<file path="src/rtl/shift_serializer.sv">
// Parallel-in, serial-out transmitter: accepts a WIDTH-bit word over valid/ready
// and shifts it out one bit per clock, MSB- or LSB-first, with frame strobe and done pulse.
module shift_serializer #(
   parameter int WIDTH = 8,
   parameter int CNT_W = $clog2(WIDTH)
) (
   input  logic             clk,
   input  logic             rst,
   input  logic             load_valid,
   output logic             load_ready,
   input  logic [WIDTH-1:0] data_in,
   input  logic             msb_first,
   input  logic             hold,
   output logic             sout,
   output logic             sframe,
   output logic             done
);

   typedef enum logic {IDLE = 1'b0, SHIFT = 1'b1} state_t;

   state_t           state_q;
   logic [WIDTH-1:0] shreg_q;
   logic [WIDTH-1:0] shreg_d;
   logic [CNT_W-1:0] cnt_q;
   logic             dir_q;
   logic             done_q;
   logic             last_bit;
   logic             accept;

   always_comb begin
      last_bit   = (state_q == SHIFT) && (cnt_q == '0) && !hold;
      // rst gates ready so the producer never sees a handshake while the block is held in reset
      load_ready = !rst && ((state_q == IDLE) || last_bit);
      accept     = load_valid && load_ready;
      shreg_d    = dir_q ? {shreg_q[WIDTH-2:0], 1'b0} : {1'b0, shreg_q[WIDTH-1:1]};
   end

   always_ff @(posedge clk or posedge rst) begin
      if (rst) begin
         state_q <= IDLE;
         shreg_q <= '0;
         cnt_q   <= '0;
         dir_q   <= 1'b0;
         done_q  <= 1'b0;
      end else begin
         done_q <= last_bit;
         if (accept) begin
            state_q <= SHIFT;
            shreg_q <= data_in;
            dir_q   <= msb_first;
            cnt_q   <= CNT_W'(WIDTH - 1);
         end else if (state_q == SHIFT && !hold) begin
            if (cnt_q == '0) begin
               state_q <= IDLE;
            end else begin
               shreg_q <= shreg_d;
               cnt_q   <= cnt_q - CNT_W'(1);
            end
         end
      end
   end

   assign sframe = (state_q == SHIFT);
   assign sout   = sframe && (dir_q ? shreg_q[WIDTH-1] : shreg_q[0]);
   assign done   = done_q;

endmodule

</file>
<file path="config.mk">
export PLATFORM = sky130hd
export DESIGN_NAME = shift_serializer
export DESIGN_NICKNAME = d
export VERILOG_FILES = /design/src/rtl/shift_serializer.sv
export SDC_FILE = /design/constraint.sdc
export NUM_CORES = 1
export LEC_CHECK = 0
export BUFFER_PORTS_ARGS = -buffer_cell sky130_fd_sc_hd__buf_2
export CORE_MARGIN = 4
export CORE_UTILIZATION = 25
export DETAILED_ROUTE_END_ITERATION = 6
export PLACE_DENSITY = 0.46
export SKIP_CTS_REPAIR_TIMING = 1
export SYNTH_ARGS = -nofsm -noshare
export SYNTH_HDL_FRONTEND = slang
export SYNTH_SLANG_ARGS = --single-unit
export TNS_END_PERCENT = 10
</file>
<file path="constraint.sdc">
create_clock -name clk -period 1.9 [get_ports clk]
set_input_delay 0.095 -clock clk [delete_from_list [all_inputs] [get_ports clk]]
set_output_delay 0.095 -clock clk [all_outputs]
set_load 0.1 [all_outputs]
</file>
==> results by group <==
Status
  – Outcome: completed

Global route
  – Total track usage: 11.14%
  – Vias in the first global route: 754
  – Gr ovfl total: 0
  – Gr busiest metal: met2
  – First-pass GRT wire length: 3753 µm
  – Global-route track usage on met2: 15.92%
  – Largest net degree at the start of global routing: 15
  – GR Util met1: 15.06%
  – Initial antenna violation count: 0
  – Met3 GRT Util: 4.659%

Timing
  – Worst-Margin Slew: 557.7 ps
  – Max Slew Vio Count: 0
  – Minimum clock period: 1801 ps
  – RSZ-0062 raised after global routing: false
  – Max Fclk: 555.3 MHz
  – Slew HR: 62.78%
  – Final setup margin: 99.12 ps
  – Fin. Hold Viols: 0
  – Final setup fails: 0
  – Hold_ws: 33.30 ps
  – Final Skew: 5.037 ps
  – Fraction of the cycle the final worst path needs: 94.78%

Floorplanning
  – Core Area: 0.003390 mm²
  – Initial core utilization: 26.10%
  – Ports: 17
  – Die Y-Extent: 67.49 µm
  – FP Rows: 21
  – Die area: 0.004554 mm²
  – Die Width: 67.49 µm

Power
  – Clock Power Share: 13.2%
  – Internal Power: 0.0008825 W
  – Pwr/cell area: 1527 mW/mm²
  – Sw power: 0.0007835 W
  – Switching portion of total power: 47.03%
  – Leak pwr: 0.4804 nW
  – Comb power frac: 50.7%
  – Reg power frac: 36.1%
  – Worst VDD drop: 0.4548 mV

Clocking
  – Worst skew pair latency: 280 ps
  – Clk buf depth: 2
  – CTS tree: yes
  – Total clock sinks: 14
  – CTS buffer count: 3
  – Worst-path clk slew: 90 ps
  – H-tree levels: 1
  – Clock Tree Root: clkbuf_4

Logic synthesis
  – Distinct cell type count after synthesis: 33
  – Mapped Cells: 87
  – Sequential area share after synthesis: 39.60%
  – #FFs+latches synth: 14
  – Post-synth EDFFs: 0
  – Syn Area/Cell: 10.17 µm²
  – Syn nets: 102
  – Post-Syn Area: 884.6 µm²
  – FFs w/ async S/R, synth: 100.0%
  – Top FF cell, synth: dfrtp_1
  – Synth warn: 0

Critical path
  – Slowest CP cell: or3b_4
  – Reg-to-reg startpoint: cnt_q[0]$_DFFE_PP0P_
  – Critical path class: register to output port
  – Critical path endpoint category: output port
  – Critical Path RT: 1800 ps
  – Flop2flop setup slack: 190 ps
  – Worst Path Arrival: 1710 ps
  – Worst R2R End: dir_q$_DFFE_PP0P_
  – Worst path cell trace: inv_2, ha_4, or3b_4, a21oi_4, buf_12
  – Startpoint Class: register
  – Crit Path Max Fanout: 4
  – Crit path largest cell delay: 420 ps
  – R2R cell count: 5

Route
  – Vias: 745
  – Pre-antenna DRT Iters: 4
  – Detailed Route Iter0 Violations: 44
  – DRT Wirelength: 2216 µm
  – DR vias/cell: 4.967
  – Detail Route Antenna Nets: 0
  – DR WL/cell: 14.77 µm
  – DRC errors left: 0

Job
  – Max-cap violations: 0

Placement
  – Placement Setup Slack: 130.9 ps
  – Gpl congestion: 0.7509
  – # port buffers: 16
  – HPWL Detailed: 1561 µm

Hold path
  – Hold Path Origin: msb_first
  – Worst hold stages: 2
  – Hold EP: dir_q$_DFFE_PP0P_
  – Type of the worst min-delay path: input port to register

Layout
  – # diodes: 0
  – Final #Nets: 120
  – Core Util, Final: 32.19%
  – Share of cells above drive strength 1: 34.62%
  – Area Growth Syn to Fin: 23.34%
## metrics by stage
| step | setup TNS [ps] | total power (W) | area [µm²] | std cells |
|---|---|---|---|---|
| after floorplan | -116.2 | 0.001249 | 892.1 | 87 |
| after detailed placement | 0 | 0.001410 | 1025 | 145 |
| after global placement | 0 | 0.001404 | 1025 | 145 |
| after CTS | -13.52 | 0.001640 | 1061 | 149 |
| final | 0 | 0.001666 | 1091 | 150 |
| after global routing | 0 | 0.001809 | 1091 | 150 |
## layer usage
metal	up-vias	share of wire, %
li1	365	-
met1	359	51
met2	17	43
met3	4	5.0
met4	0	1.1
met5	-	0
## worst max-delay path by stage
| stage | startpoint | end | cells past startpoint |
|---|---|---|---|
| global route | cnt_q[0]$_DFFE_PP0P_ | load_ready | 5 |
| finish | cnt_q[0]$_DFFE_PP0P_ | load_ready | 5 |
| global placement | cnt_q[0]$_DFFE_PP0P_ | dir_q$_DFFE_PP0P_ | 5 |
| detailed placement | cnt_q[0]$_DFFE_PP0P_ | dir_q$_DFFE_PP0P_ | 5 |
| floorplan | cnt_q[0]$_DFFE_PP0P_ | load_ready | 4 |
| CTS | cnt_q[0]$_DFFE_PP0P_ | load_ready | 5 |
## power groups by stage
| stage | combinational, W | clock (W) | sequential, W |
|---|---|---|---|
| floorplan | 0.000647 | 0 | 0.000601 |
| global placement | 0.000811 | 0 | 0.000592 |
| detailed placement | 0.000816 | 0 | 0.000595 |
| CTS | 0.000819 | 0.000233 | 0.000588 |
| global route | 0.000934 | 0.000247 | 0.000628 |
| finish | 0.000845 | 0.000220 | 0.000601 |
## cell usage after synthesis (2+ instances only)
library cell / instances / area share, %
a2111oi_0: 3 / 3.0
a21oi_1: 5 / 2.8
a311o_1: 3 / 3.4
a31oi_1: 2 / 1.4
buf_2: 4 / 2.3
dfrtp_1: 14 / 40
ha_1: 2 / 2.8
inv_1: 3 / 1.3
mux2i_1: 4 / 4.5
nand2b_1: 3 / 2.1
nor2_1: 2 / 0.85
nor2b_1: 5 / 3.5
nor3_1: 4 / 2.3
o211a_1: 3 / 3.4
o211ai_1: 6 / 5.1
o21ai_0: 3 / 1.7
o21ai_1: 3 / 1.7
o31ai_1: 3 / 2.5
## placed cells by master (no fill, tap or decap), drive strengths merged, types with 2 or more instances in the layout
cell type and count:
buf 19, ha 2, dfrtp 14, mux2i 4
a31oi 2, nor3 4, a2111oi 3, nor2b 5
clkbuf 4, a21oi 6, o31ai 3, inv 4
nand2b 3, o21ai 7, a311o 3, o211ai 6
nor2 2, o211a 3
## sequential cells by signal, summed over array words and instances, names as in the netlist
register	flops
cnt_q	3
dir_q	1
done	1
sframe	1
shreg_q	8
## worst max-delay path, delay by kind of cell, from the launching register on
| kind | cells | cell delay, ps |
|---|---|---|
| buffers and inverters | 2 | 280 |
| adder cells (fa/ha/maj) | 1 | 140 |
| AO/OA/AOI/OAI | 1 | 180 |
| flip-flops | 1 | 400 |
| AND/OR/NAND/NOR | 1 | 420 |
## area by class of cell
type                       instances  area (µm²)
fill                             360        2298
multi-input combinational         62       503.0
sequential                        14       351.6
timing repair buffer              20       127.6
tap                               46       57.56
clock buffer                       4       36.28
inverter                           4       15.01
## cell families (layout without fill, tap and decap cells)
family / Yosys count / in the layout / synth area share, %
AO/OA/AOI/OAI: 34 / 34 / 28.71
adder cells (fa/ha/maj): 2 / 2 / 2.828
AND/OR/NAND/NOR: 21 / 21 / 16.13
flip-flops: 14 / 14 / 39.60
buffers and inverters: 11 / 28 / 6.506
multiplexers: 5 / 5 / 6.223
(Power assumes the default switching activity.)
